### config.mk
export PLATFORM = sky130hd
export DESIGN_NAME = char_writer
export DESIGN_NICKNAME = d
export VERILOG_FILES = /design/src/rtl/char_writer.sv
export SDC_FILE = /design/constraint.sdc
export NUM_CORES = 1
export LEC_CHECK = 0
export BUFFER_PORTS_ARGS = -buffer_cell sky130_fd_sc_hd__buf_4
export CAP_MARGIN = 30
export CORE_UTILIZATION = 60
export CTS_BUF_LIST = sky130_fd_sc_hd__clkbuf_8
export DETAILED_ROUTE_END_ITERATION = 16
export PLACE_DENSITY_LB_ADDON = 0.05
export SLEW_MARGIN = 5
export SYNTH_ARGS = -nofsm -noshare
export SYNTH_HDL_FRONTEND = slang
export SYNTH_SLANG_ARGS = --single-unit
### constraint.sdc
create_clock -name clk -period 5.9 [get_ports clk]
set_clock_uncertainty 0.2 [all_clocks]
set_input_delay 1.18 -clock clk [delete_from_list [all_inputs] [get_ports clk]]
set_output_delay 1.18 -clock clk [all_outputs]
set_load 0.02 [all_outputs]
### src/rtl/char_writer.sv
// Writer side of the 80x25 char buffer: byte stream in, cursor/control handling, clear and scroll.
// Optional build macro CHAR_WRITER_AUTOWRAP_EN: wrap to the next line after the last column.
module char_writer #(
    parameter int                    COLS       = 80,
    parameter int                    ROWS       = 25,
    parameter int                    ADDR_WIDTH = 11,
    parameter int                    DATA_WIDTH = 8,
    parameter logic [DATA_WIDTH-1:0] BLANK      = 8'h20
) (
    input  logic                  clk,
    input  logic                  rst_n,
    input  logic [DATA_WIDTH-1:0] in_data,
    input  logic                  in_valid,
    output logic                  in_ready,
    input  logic                  cmd_clear,
    output logic [ADDR_WIDTH-1:0] buf_addr,
    output logic [DATA_WIDTH-1:0] buf_din,
    output logic                  buf_we,
    input  logic [DATA_WIDTH-1:0] buf_dout,
    output logic [6:0]            cursor_x,
    output logic [4:0]            cursor_y,
    output logic                  busy
);

    typedef enum logic [2:0] {
        ST_CLEAR,
        ST_IDLE,
        ST_WRITE,
        ST_SCROLL_RD,
        ST_SCROLL_WR,
        ST_SCROLL_FILL
    } state_t;

    localparam logic [ADDR_WIDTH-1:0] L_CELLS       = ADDR_WIDTH'(COLS * ROWS);
    localparam logic [ADDR_WIDTH-1:0] L_LAST_CELL   = ADDR_WIDTH'(COLS * ROWS - 1);
    localparam logic [ADDR_WIDTH-1:0] L_COPY_LAST   = ADDR_WIDTH'((ROWS - 1) * COLS - 1);
    localparam logic [ADDR_WIDTH-1:0] L_FILL_FIRST  = ADDR_WIDTH'((ROWS - 1) * COLS);
    localparam logic [ADDR_WIDTH-1:0] L_COLS        = ADDR_WIDTH'(COLS);
    localparam logic [ADDR_WIDTH-1:0] L_ONE         = ADDR_WIDTH'(1);
    localparam logic [6:0]            L_X_MAX       = 7'(COLS - 1);
    localparam logic [4:0]            L_Y_MAX       = 5'(ROWS - 1);

    state_t                r_state;
    logic [ADDR_WIDTH-1:0] r_cnt;
    logic [ADDR_WIDTH-1:0] r_addr;
    logic [DATA_WIDTH-1:0] r_din;
    logic                  r_we;
    logic                  r_din_sel;
    logic                  r_scroll_pend;
    logic [6:0]            r_x;
    logic [4:0]            r_y;

    logic [ADDR_WIDTH-1:0] w_row_base;
    logic [ADDR_WIDTH-1:0] w_char_addr;
    logic                  w_printable;

    // Row base y*80 as two shifts; the largest cell index (1999) fits the address width.
    assign w_row_base  = ADDR_WIDTH'({r_y, 6'b0}) + ADDR_WIDTH'({r_y, 4'b0});
    assign w_char_addr = w_row_base + ADDR_WIDTH'(r_x);
    assign w_printable = (in_data >= 8'h20) && (in_data <= 8'h7E);

    assign in_ready = (r_state == ST_IDLE) && !cmd_clear;
    assign busy     = (r_state != ST_IDLE);
    assign buf_addr = r_addr;
    assign buf_we   = r_we;
    // During a copy write the RAM read data lands in the same cycle, so it bypasses the register.
    assign buf_din  = r_din_sel ? buf_dout : r_din;
    assign cursor_x = r_x;
    assign cursor_y = r_y;

    always_ff @(posedge clk or negedge rst_n) begin
        if (!rst_n) begin
            r_state       <= ST_CLEAR;
            r_cnt         <= '0;
            r_addr        <= '0;
            r_din         <= '0;
            r_we          <= 1'b0;
            r_din_sel     <= 1'b0;
            r_scroll_pend <= 1'b0;
            r_x           <= '0;
            r_y           <= '0;
        end else begin
            case (r_state)
                ST_CLEAR: begin
                    r_x <= '0;
                    r_y <= '0;
                    if (r_cnt == L_CELLS) begin
                        r_state <= ST_IDLE;
                        r_we    <= 1'b0;
                        r_cnt   <= '0;
                    end else begin
                        r_we   <= 1'b1;
                        r_addr <= r_cnt;
                        r_din  <= BLANK;
                        r_cnt  <= r_cnt + L_ONE;
                    end
                end

                ST_IDLE: begin
                    r_we <= 1'b0;
                    if (cmd_clear) begin
                        r_state <= ST_CLEAR;
                        r_cnt   <= '0;
                        r_x     <= '0;
                        r_y     <= '0;
                    end else if (in_valid) begin
                        r_state       <= ST_WRITE;
                        r_scroll_pend <= 1'b0;
                        if (w_printable) begin
                            r_we   <= 1'b1;
                            r_addr <= w_char_addr;
                            r_din  <= in_data;
                            if (r_x < L_X_MAX) begin
                                r_x <= r_x + 7'd1;
                            end else begin
`ifdef CHAR_WRITER_AUTOWRAP_EN
                                r_x <= '0;
                                if (r_y < L_Y_MAX) r_y <= r_y + 5'd1;
                                else               r_scroll_pend <= 1'b1;
`else
                                r_x <= r_x;
`endif
                            end
                        end else if (in_data == 8'h0D) begin
                            r_x <= '0;
                        end else if (in_data == 8'h08) begin
                            if (r_x != 7'd0) r_x <= r_x - 7'd1;
                        end else if (in_data == 8'h0A) begin
                            if (r_y < L_Y_MAX) r_y <= r_y + 5'd1;
                            else               r_scroll_pend <= 1'b1;
                        end
                    end
                end

                ST_WRITE: begin
                    r_we <= 1'b0;
                    if (r_scroll_pend) begin
                        r_state       <= ST_SCROLL_RD;
                        r_scroll_pend <= 1'b0;
                        r_cnt         <= '0;
                        r_addr        <= L_COLS;
                    end else begin
                        r_state <= ST_IDLE;
                    end
                end

                ST_SCROLL_RD: begin
                    r_state   <= ST_SCROLL_WR;
                    r_addr    <= r_cnt;
                    r_we      <= 1'b1;
                    r_din_sel <= 1'b1;
                end

                ST_SCROLL_WR: begin
                    r_din_sel <= 1'b0;
                    if (r_cnt == L_COPY_LAST) begin
                        r_state <= ST_SCROLL_FILL;
                        r_addr  <= L_FILL_FIRST;
                        r_din   <= BLANK;
                        r_we    <= 1'b1;
                    end else begin
                        r_state <= ST_SCROLL_RD;
                        r_cnt   <= r_cnt + L_ONE;
                        r_addr  <= r_cnt + L_ONE + L_COLS;
                        r_we    <= 1'b0;
                    end
                end

                ST_SCROLL_FILL: begin
                    if (r_addr == L_LAST_CELL) begin
                        r_state <= ST_IDLE;
                        r_we    <= 1'b0;
                    end else begin
                        r_addr <= r_addr + L_ONE;
                    end
                end

                default: begin
                    r_state <= ST_CLEAR;
                    r_cnt   <= '0;
                    r_we    <= 1'b0;
                end
            endcase
        end
    end

endmodule

# After elaboration in Yosys (flattened, before gate mapping)
# Cells that the tools add are included.
[classes]
add_sub_neg = 8
order_cmp = 4
eq_ne = 32
n_mux = 59
bitwise = 1
n_reduce_logical = 18
[op_table]
columns = ["operator", "n"]
rows = [
  ["$mux 11", 11],
  ["$pmux 11 s6", 1],
  ["$pmux 11 s5", 1],
  ["$mux 7", 7],
  ["$mux 8", 6],
  ["$mux 5", 7],
  ["$eq 11x11->1 const B", 3],
  ["$eq 8x4->1 const B", 3],
  ["$pmux 8 s3", 1],
  ["$add 11x1->11 const B", 2],
  ["$ne 2x2->1 const B", 11],
  ["$pmux 3 s6", 1],
  ["$mux 3", 5],
  ["$pmux 7 s2", 1],
  ["$reduce_and 7->1", 2],
  ["$mux 1", 13],
  ["$ne 3x3->1 const B", 4],
  ["$add 11x7->11", 1],
  ["$add 11x7->11 const B", 1],
  ["$add 11x9->11", 1],
  ["$ne 5x3->1 const B", 2],
  ["$pmux 5 s2", 1],
  ["$ge 8x6->1 const B", 1],
  ["$le 8x7->1 const B", 1],
  ["other kinds (27)", 35],
]
[totals]
regBits = 48
input_bits = 20
output_inout_bits = 34
word_cells = 131

# Depth between registers and ports, before layout
# Gate-level depths: netlist (run 1).
[logic_depth]
word_depth = 9
mapped_depth = 11
ltp_nobuf = 11

# Worst setup path after synthesis (run 1)
# No wires, ideal clock.
[synth_path]
kind = "input-to-reg"
startpoint = "input in_data[3]"
endpoint = "register r_din[1]"
setup_ns = 0.132
arrival_ns = 2.692
t_required_ns = 5.568
slack_ns = 2.876
stages = 9
path_buffers = 2
path_cell_list = "and4_1 > a311o_1 > a21oi_1 > nor2_1 > or3_1 > buf_2 > buf_6 > nand2_1 > o31ai_1"
[synth_between]
elab_chain_len = 4
word_cells_on_any_way = 5
cone_classes = "order compare: 2; eq/ne: 1; reduce/logical: 2"
[synth_rtl]
columns = ["item", "line_no", "rtl"]
rows = [
  ["start, declared", "12", "input logic [DATA_WIDTH-1:0] in_data,"],
  ["$ge 8x6->1 or $le 8x7->1 (tied branches)", "60", "assign w_printable = (in_data >= 8'h20) && (in_data <= 8'h7E);"],
  ["$logic_and 1x1->1 *", "60", ""],
  ["$ne 2x2->1 (no line) *", "n/a", ""],
  ["$reduce_and 6->1 (no line) *", "n/a", ""],
  ["end signal, assigned", "112", "r_din <= in_data;"],
  ["end, declared", "46", "logic [DATA_WIDTH-1:0] r_din;"],
]
# Mark *: on every way between the ends. The rest lies on a longest branch, timed or not.
# A chain may end at the register's enable or synchronous reset.

# Worst setup path after layout (run 1)
[layout_path]
startpoint = "register r_state[0]"
endpoint = "output in_ready"
[layout_between]
elab_chain_len = 2
[layout_rtl]
columns = ["item", "line_no", "rtl"]
rows = [
  ["start, declared", "43", "state_t r_state;"],
  ["start signal, assigned", "73", "r_state <= ST_CLEAR;"],
  ["start signal, assigned", "88", "r_state <= ST_IDLE;"],
  ["start signal, assigned", "102", "r_state <= ST_CLEAR;"],
  ["$eq 3x1->1", "62", "assign in_ready = (r_state == ST_IDLE) && !cmd_clear;"],
  ["$logic_and 1x1->1", "62", ""],
  ["end, declared", "14", "output logic in_ready,"],
]
# Every way passes these cells.

==> flow_summary.ini, run 1 <==
[floorplan]
die_h_um = 81.3
start_util_pct = 63.0
rows = 28
chipWidth_um = 81.3
top_level_ports = 54
core_um2 = 5990
die_area_um2 = 6610

[clocking]
cts_setup_buffers = 0
clock_latency_ns = 0.32
cts_root_buf = clkbuf_8
cts_hold_buf = 0
cts_made_buffers = 5
path_clk_slew_ns = 0.09
cts_resized = 0
cts_tree = yes
clk_path_buf_depth = 2
cts.sinks = 48
htreeDepth = 2

[worst_setup_path]
arrival_ns = 2.57
required_ns = 4.52
r2r_end = cursor_y[3]
crit_chain = nor3b_2 > nand2b_1 > inv_2 > buf_4
startpoint_type = flip-flop
crit_path_end_kind = primary output
crit_buf_inv = 2
path_class = reg2out
crit_fanout = 30
cpLargestDelayFamily = simple AND/OR/NAND/NOR gates
rr_startpoint = r_state[0]
max_stage_delay_ns = 0.91
reg2reg_slack_ns = 2.65
ff2ff_path_depth = 8
cpMaxStageDelayCell = dfrtp_1

[global_routing]
overflow = 0
grt_usage_pct = 30.6
grt_max_degree = 49
grt_pass1_vias = 3223
grt_antenna_before_repair = 0
grt_pass1_wl_um = 15500

[route]
drc = 0
viasPerCell = 6.35
avgRoutedWirePerCell_um = 17.4
wl_um = 9820
ant_nets = 0
vias = 3590
initialDrtViolationCount = 281
firstDrtPassIters = 6

[sta]
worstMarginPinSlew_ns = 0.857
relSlewSlack_pct = 42.9
max_freq_mhz = 253
setup-violations-final = 0
fin_crit_ns = 3.95
drv_slew = 0
rsz0062_at_grt = no
min_period_over_period_pct = 66.9
finalHoldViolCount = 0
setup_tns_ns = 0

[power_and_ir_drop]
combPwrFrac_pct = 50.6
vdd_drop_max_uv = 302
power_density_nw_per_um2 = 384
p_seq_share_pct = 34.3
power_leakage_nw = 1.83
switching_share_pct = 46.1
pwr-share-clk_pct = 15.1
switching_power_mw = 0.755
p_total_mw = 1.64
intPower_mw = 0.883

[place]
dp_hpwl_um = 7220
port_buffers = 53
place_congestion = 0.967

[synthesis]
synth_ff_type = dfrtp_1
synth_area_leaders = dfrtp_1 (32%), ha_1 (5.6%), nand2_1 (5.6%), o21ai_0 (5.6%), nor2_1 (3.8%)
netlist.top_cell.by_area = dfrtp_1
syn_avg_cell_area_um2 = 8.37
netlist_area_um2 = 3770
synth-async-reset-ratio_pct = 100
ys_types = 71
synth_top_area_share_pct = 31.8
synth_seq_area_share_pct = 31.8
syn_inst = 451
yosys_warnings = 0
synth_edf_count = 0
synth_nets = 490
ys_ff_latch = 48

[cells_and_area]
area_delta_synth_final_pct = 13.1
fillCellCount = 491
fin_nets = 528
n_antenna_cell = 0
drive_gt1_share_pct = 18.4

[hold_path]
hold_path_depth = 2
hold_class = reg2reg
min_to = r_din[0]
min_from = r_din[0]

[run]
max_cap_viol_count = 0

[outcome]
status = completed
state kept, by name, summed over array words and instances, names as in the netlist, 3 cells and up:
name	cells
cursor_x	7
r_state	3
buf_addr	11
r_din	8
r_cnt	11
cursor_y	5
through the flow:
stage	cells	instance area (um^2)	hold WS, ns	utilization (%)	setup slack [ns]
3_5_place_dp	556	4150	0.271	69.2	2.36
3_3_place_gp	555	4140	0.263	69.0	2.37
5_1_grt	565	4270	0.333	71.2	1.86
2_1_floorplan	451	3770	0.244	-	2.88
4_1_cts	564	4260	0.293	71.1	2.02
6_report	565	4270	0.285	71.2	1.95
placed cells by master (no fill, tap or decap), types with 3 or more instances in the layout:
cell / synthesis / routed
o221ai_1: 4 / 4
nor2_1: 38 / 38
clkbuf_8: 0 / 5
a31oi_1: 5 / 5
mux2_2: 10 / 10
o21ai_1: 4 / 5
a21oi_1: 21 / 21
nand2b_1: 8 / 8
nand3_1: 12 / 12
a21boi_0: 3 / 3
or3_1: 4 / 4
nand4_1: 4 / 4
and2_1: 4 / 4
nand2_1: 56 / 56
inv_1: 18 / 18
and3_1: 6 / 6
buf_4: 1 / 54
o211ai_1: 4 / 4
nor4_1: 4 / 4
nor2b_1: 9 / 9
xnor2_1: 14 / 14
o22ai_1: 7 / 7
ha_1: 17 / 17
a22o_1: 3 / 3
a211oi_1: 3 / 3
dfrtp_1: 48 / 48
nor3_1: 8 / 8
o21ai_0: 42 / 41
and4_1: 3 / 3
o31ai_1: 11 / 11
xor2_1: 9 / 9
worst min-delay path: cells and delay by family, from the launching register on:
kind | cells | cell delay (ns)
flops | 1 | 0.35
compound gates | 1 | 0.06
simple gates | 1 | 0.04
logic make-up (layout without fill, tap and decap cells):
logic type	count (synthesis)	after routing	synth area share, %
adders and majority gates	19	19	6.70
AOI/OAI and AO/OA	137	137	24.8
buffers and inverters	43	82	5.30
muxes	11	11	3.25
xor gates and xnor gates	23	23	5.34
DFF	48	48	31.8
and+or+nand+nor	170	170	22.8
power groups by stage:
stage | clock [mW] | sequential [mW] | combinational [mW]
after floorplan | 0 | 0.550 | 0.581
after global placement | 0 | 0.560 | 0.783
after detailed placement | 0 | 0.565 | 0.812
after CTS | 0.248 | 0.558 | 0.817
after global routing | 0.260 | 0.580 | 0.903
final | 0.247 | 0.562 | 0.829
synthesized netlist by cell type (5+ instances only):
| library cell | count |
|---|---|
| buf_2 | 10 |
| nor2b_1 | 9 |
| mux2_2 | 10 |
| inv_1 | 18 |
| nand2_1 | 56 |
| nor3_1 | 8 |
| xor2_1 | 9 |
| a31oi_1 | 5 |
| o21ai_0 | 42 |
| nand2b_1 | 8 |
| a21oi_1 | 21 |
| nor2_1 | 38 |
| o31ai_1 | 11 |
| and3_1 | 6 |
| ha_1 | 17 |
| nand3_1 | 12 |
| dfrtp_1 | 48 |
| o22ai_1 | 7 |
| xnor2_1 | 14 |
| clkbuf_1 | 10 |
routing by layer:
| metal | global-route usage [%] | vias up | share of wire (%) |
|---|---|---|---|
| met4 | 8.21 | 0 | 1.1 |
| li1 | - | 1725 | - |
| met1 | 44.4 | 1728 | 48 |
| met5 | 0 | - | 0 |
| met3 | 4.04 | 11 | 5.2 |
| met2 | 47.3 | 126 | 46 |
how the worst max path moves through the flow:
stage / endpoint / from / cells past startpoint
CTS: in_ready / r_state[0] / 4
global placement: in_ready / r_state[0] / 4
detailed placement: in_ready / r_state[0] / 4
global route: in_ready / r_state[0] / 4
floorplan: r_din[1] / in_data[3] / 9
finish: in_ready / r_state[0] / 4
cell type report:
class                           count  area, um^2  area share, %
Clock buffer                        5        68.8           1.61
Clock inverter                      3        42.5          0.997
Inverter                           19        71.3           1.67
Multi-Input combinational cell    360        2370           55.6
Sequential cell                    48        1200           28.2
Tap cell                           75        93.8           2.20
Timing Repair Buffer               55         417           9.77
Power figures use the tool's default switching activity.
==> run 2, diff against run 1 <==
Clock period 5.9 ns to 4 ns, I/O delays scaled along.
==> run 2 against run 1 <==
Compared with the run above:
- total power grew 42%
- first-iteration DRC count grew 14%
- sequential power grew 40%
- largest cell class unchanged
- final area shrank 0.35%
- largest power group unchanged
- setup slack lost 1.2 ns
- sequential share of layout area grew 0.099 points
==> flow_summary.ini, run 2 (synthesis gave the netlist of run 1 again) <==
[clocking]
clk_path_buf_depth = 2
cts_hold_buf = 0
cts.sinks = 48
htreeDepth = 2
cts_root_buf = clkbuf_8
cts_setup_buffers = 0
cts_resized = 0
clock_latency_ns = 0.30
path_clk_slew_ns = 0.08
cts_made_buffers = 5
cts_tree = yes

[cells_and_area]
fillCellCount = 503
n_antenna_cell = 0
regArea_um2 = 1200
fin_util_pct = 71.0
fin_nets = 531
drive_gt1_share_pct = 18.5
mostFrequentLayoutCell = buf_4
multi_input_area_um2 = 2370
most-common-layout-cells = buf_4 (58), nand2_1 (56), dfrtp_1 (48)
area_delta_synth_final_pct = 12.7

[power_and_ir_drop]
pwr-share-clk_pct = 11.8
power_leakage_nw = 1.84
switching_power_mw = 1.09
power_density_nw_per_um2 = 547
p_seq_share_pct = 33.9
intPower_mw = 1.24
switching_share_pct = 46.8
combPwrFrac_pct = 54.3
vdd_drop_max_uv = 400

[hold_path]
hold_class = reg2reg
min_from = r_din[7]

[floorplan]
rows = 28
chipWidth_um = 81.3
die_h_um = 81.3
core_um2 = 5990
top_level_ports = 54
die_area_um2 = 6610
start_util_pct = 63.0

[place]
dp_hpwl_um = 7230
place_congestion = 0.987
pre_cts_slack_ns = 0.845
port_buffers = 53

[sta]
setup_tns_ns = 0
rsz0062_at_grt = no
setup-violations-final = 0
setup_ws_ns = 0.781
worstMarginPinSlew_ns = 1.06
max_freq_mhz = 311
min_period_over_period_pct = 80.5
relSlewSlack_pct = 29.5
fin_crit_ns = 3.22
finalHoldViolCount = 0
drv_slew = 0

[route]
avgRoutedWirePerCell_um = 17.3
met1Wirelength_um = 4780
firstDrtPassIters = 5
ant_nets = 0
viasPerCell = 6.27
top_layer = met4
wl_met2_um = 4270
wl_um = 9790
vias = 3555
drc = 0
wl_met3_um = 590
initialDrtViolationCount = 320

[worst_setup_path]
startpoint_type = flip-flop
crit_chain = ha_1 > nand3_1 > xnor2_1 > ha_1 > o21a_1 > a211oi_1 > a2111oi_2 > xnor2_1 > a21oi_1 > o31ai_1
crit_fanout = 12
cp-startpoint = r_cnt[0]
max_stage_delay_ns = 0.47
cpLargestDelayFamily = compound AO/OA/AOI/OAI gates
arrival_ns = 3.22
path_class = reg2reg
cpMaxStageDelayCell = dfrtp_1
rr_startpoint = r_cnt[0]
required_ns = 4.00
crit_buf_inv = 0
crit_path_end_kind = flip-flop

[global_routing]
grt_max_degree = 49
grt_pass1_vias = 3248
overflow = 0
grt_pass1_wl_um = 15900
grt_antenna_before_repair = 0
grt_usage_pct = 31.5

[outcome]
status = completed

[run]
max_cap_viol_count = 0
-- run 2: layout make-up --
| type | instances | share of cell area [%] |
|---|---|---|
| Inverter | 19 | 1.68 |
| Tap cell | 75 | 2.21 |
| Sequential cell | 48 | 28.3 |
| Clock buffer | 5 | 1.62 |
| Timing Repair Buffer | 58 | 10.2 |
| Multi-Input combinational cell | 360 | 55.8 |
| Clock inverter | 2 | 0.206 |
-- run 2: worst register-to-register path, stage by stage, from the launching register on --
cell	delay (ns)
dfrtp_1	0.47
ha_1	0.44
nand3_1	0.15
xnor2_1	0.44
ha_1	0.30
o21a_1	0.12
a211oi_1	0.06
a2111oi_2	0.41
xnor2_1	0.17
a21oi_1	0.09
o31ai_1	0.28
-- run 2: per-stage QoR --
step | power [mW] | std cells | hold slack [ns] | instance area [um^2]
after global placement | 2.01 | 560 | 0.265 | 4170
after CTS | 2.31 | 567 | 0.293 | 4250
after floorplan | 1.67 | 451 | 0.244 | 3770
after detailed placement | 2.03 | 560 | 0.274 | 4170
after global routing | 2.49 | 567 | 0.338 | 4250
final | 2.33 | 567 | 0.288 | 4250
-- run 2: power groups by stage --
stage / clock network [mW] / logic [mW] / registers (mW)
floorplan: 0 / 0.857 / 0.811
global placement: 0 / 1.22 / 0.789
detailed placement: 0 / 1.24 / 0.793
CTS: 0.284 / 1.25 / 0.783
global route: 0.297 / 1.39 / 0.809
finish: 0.275 / 1.26 / 0.788
-- run 2: final timing paths --
check	slack (ns)	to	cells after the start
worst max-delay path	0.78	buf_addr[10]	10
worst min-delay path	0.29	r_din[7]	1
worst max register to register	0.78	buf_addr[10]	10
worst min register to register	0.29	r_din[7]	1
max in group asynchronous	2.88	r_cnt[2]	1
min in group asynchronous	0.30	r_din[4]	1
-- run 2: layer usage --
metal | track usage (%) | vias up
li1 | - | 1723
met1 | 47.0 | 1687
met2 | 46.5 | 126
met3 | 5.39 | 19
met4 | 8.39 | 0
met5 | 0 | -
==> run 3, diff against run 2 <==
Settings changed: CORE_UTILIZATION 60 to 54.
Clock period 4 ns to 2.6 ns, I/O delays scaled along.
==> run 3 against run 2 <==
Compared with the run above:
- critical path type unchanged
- die area up 11%
- sequential share of layout area down 2.5 points
- critical path depth unchanged
- count of clock-buffer cells in the layout up 1
- sequential power up 51%
- utilization down 1.7 points
- total power up 69%
- setup slack worse by 0.85 ns
- final area up 10%
- the flow now finishes with violations (negative setup slack)
- maximum frequency up 20%
- clock power up 72%
- worst hold slack worse by 0.26 ns
==> flow_summary.ini, run 3 (synthesis gave the netlist of run 1 again) <==
[cells_and_area]
mostFrequentLayoutCell = buf_4
n_antenna_cell = 0
fin_nets = 570
drive_gt1_share_pct = 28.4
fillCellCount = 546
area_delta_synth_final_pct = 24.0
most-common-layout-cells = buf_4 (95), nand2_1 (56), dfrtp_1 (44)

[clocking]
htreeDepth = 2
path_clk_slew_ns = 0.09
cts_made_buffers = 5
clk_path_buf_depth = 2
clock_latency_ns = 0.31
cts_tree = yes
cts_root_buf = clkbuf_8
cts.sinks = 48

[floorplan]
top_level_ports = 54
rows = 30
die_h_um = 85.6
die_area_um2 = 7330
core_um2 = 6760
start_util_pct = 55.9
chipWidth_um = 85.6

[worst_setup_path]
crit_fanout = 2
crit_chain = fa_1 > inv_1 > fa_2 > inv_2 > a21o_1 > a21oi_2 > xor2_1 > o221ai_2 > a211oi_2 > o31ai_1
cpMaxStageDelayCell = fa_1
ff2ff_path_depth = 10
max_stage_delay_ns = 0.61
startpoint_type = flip-flop
required_ns = 2.60
arrival_ns = 2.67
path_class = reg2reg
crit_path_end_kind = flip-flop

[hold_path]
hold_class = in2async

[global_routing]
grt_pass1_wl_um = 17100
grt_pass1_vias = 3491
grt_usage_pct = 29.6
overflow = 0
grt_antenna_before_repair = 0
grt_max_degree = 49

[route]
initialDrtViolationCount = 392
avgRoutedWirePerCell_um = 17.2
drc = 0
vias = 3731
ant_nets = 0
wl_um = 10600
viasPerCell = 6.10
firstDrtPassIters = 5

[power_and_ir_drop]
power_density_nw_per_um2 = 839
power_leakage_nw = 2.06
vdd_drop_max_uv = 557

[run]
max_cap_viol_count = 0

[sta]
finalHoldViolCount = 0
setup_ws_ns = -0.0724
max_freq_mhz = 374
min_period_over_period_pct = 103
drv_slew = 0
fin_crit_ns = 2.67
setup-violations-final = 1
hold_ws_ns = 0.0236
worstMarginPinSlew_ns = 0.631
relSlewSlack_pct = 58.0
rsz0062_at_grt = yes

[place]
place_congestion = 0.895
dp_hpwl_um = 7780
pre_cts_slack_ns = -0.0210
port_buffers = 53

[outcome]
violations = negative setup slack
status = complete, but fails checks
run 3: final cells by class:
class | instances | area [um^2] | share of cell area [%]
flip-flops and latches | 48 | 1210 | 25.8
clock inverters | 2 | 10.0 | 0.214
inverters | 19 | 71.3 | 1.52
clock buffers | 6 | 82.6 | 1.76
well taps | 80 | 100 | 2.14
multi-input cells | 360 | 2460 | 52.5
repair buffers | 97 | 753 | 16.1
run 3: repair_timing:
item / in CTS / in global routing
hold buffers: 0 / 0
pin swaps: 3 / 16
endpoints found under the setup margin: 2 / 11
setup buffers: 0 / 2
resized for setup: 1 / 16
run 3: routing by layer:
layer	global-route usage [%]	share of wire (%)	vias to the layer above
li1	-	-	1798
met1	42.5	48	1805
met2	46.3	45	118
met3	5.20	5.8	10
met4	7.27	0.94	0
met5	0	0	-
run 3: critical path, delay by kind of cell (launching register included):
family | cells | cell delay [ns]
AOI/OAI and AO/OA | 5 | 0.64
xor gates and xnor gates | 1 | 0.21
adders and majority gates | 2 | 0.97
buffers and inverters | 2 | 0.12
DFF | 1 | 0.43
run 3: worst paths after layout:
kind | start | to | slack, ns
setup / recovery | cursor_y[0] | buf_addr[9] | -0.07
hold / removal | rst_n | r_din[6] | 0.02
setup reg to reg | cursor_y[0] | buf_addr[9] | -0.07
hold reg to reg | r_din[0] | r_din[0] | 0.29
max in group asynchronous | rst_n | r_cnt[0] | 1.71
min in group clk | in_data[4] | r_din[4] | 0.27
run 3: through the flow:
step                      cell area [um^2]  setup TNS, ns  std cells  util [%]  power, mW
after floorplan                       3780              0        451         -       2.57
after global placement                4490              0        602      66.5       3.34
after detailed placement              4490        -0.0232        602      66.5       3.38
after CTS                             4590              0        610      67.9       3.87
after global routing                  4680         -0.276        612      69.3       4.20
final                                 4680        -0.0724        612      69.3       3.93
run 3: report_power, final:
group,switching [mW],internal [mW],total [mW]
sequential,0.245,0.945,1.19
clock,0.260,0.213,0.473
combinational,1.25,1.01,2.26
total,1.76,2.17,3.93
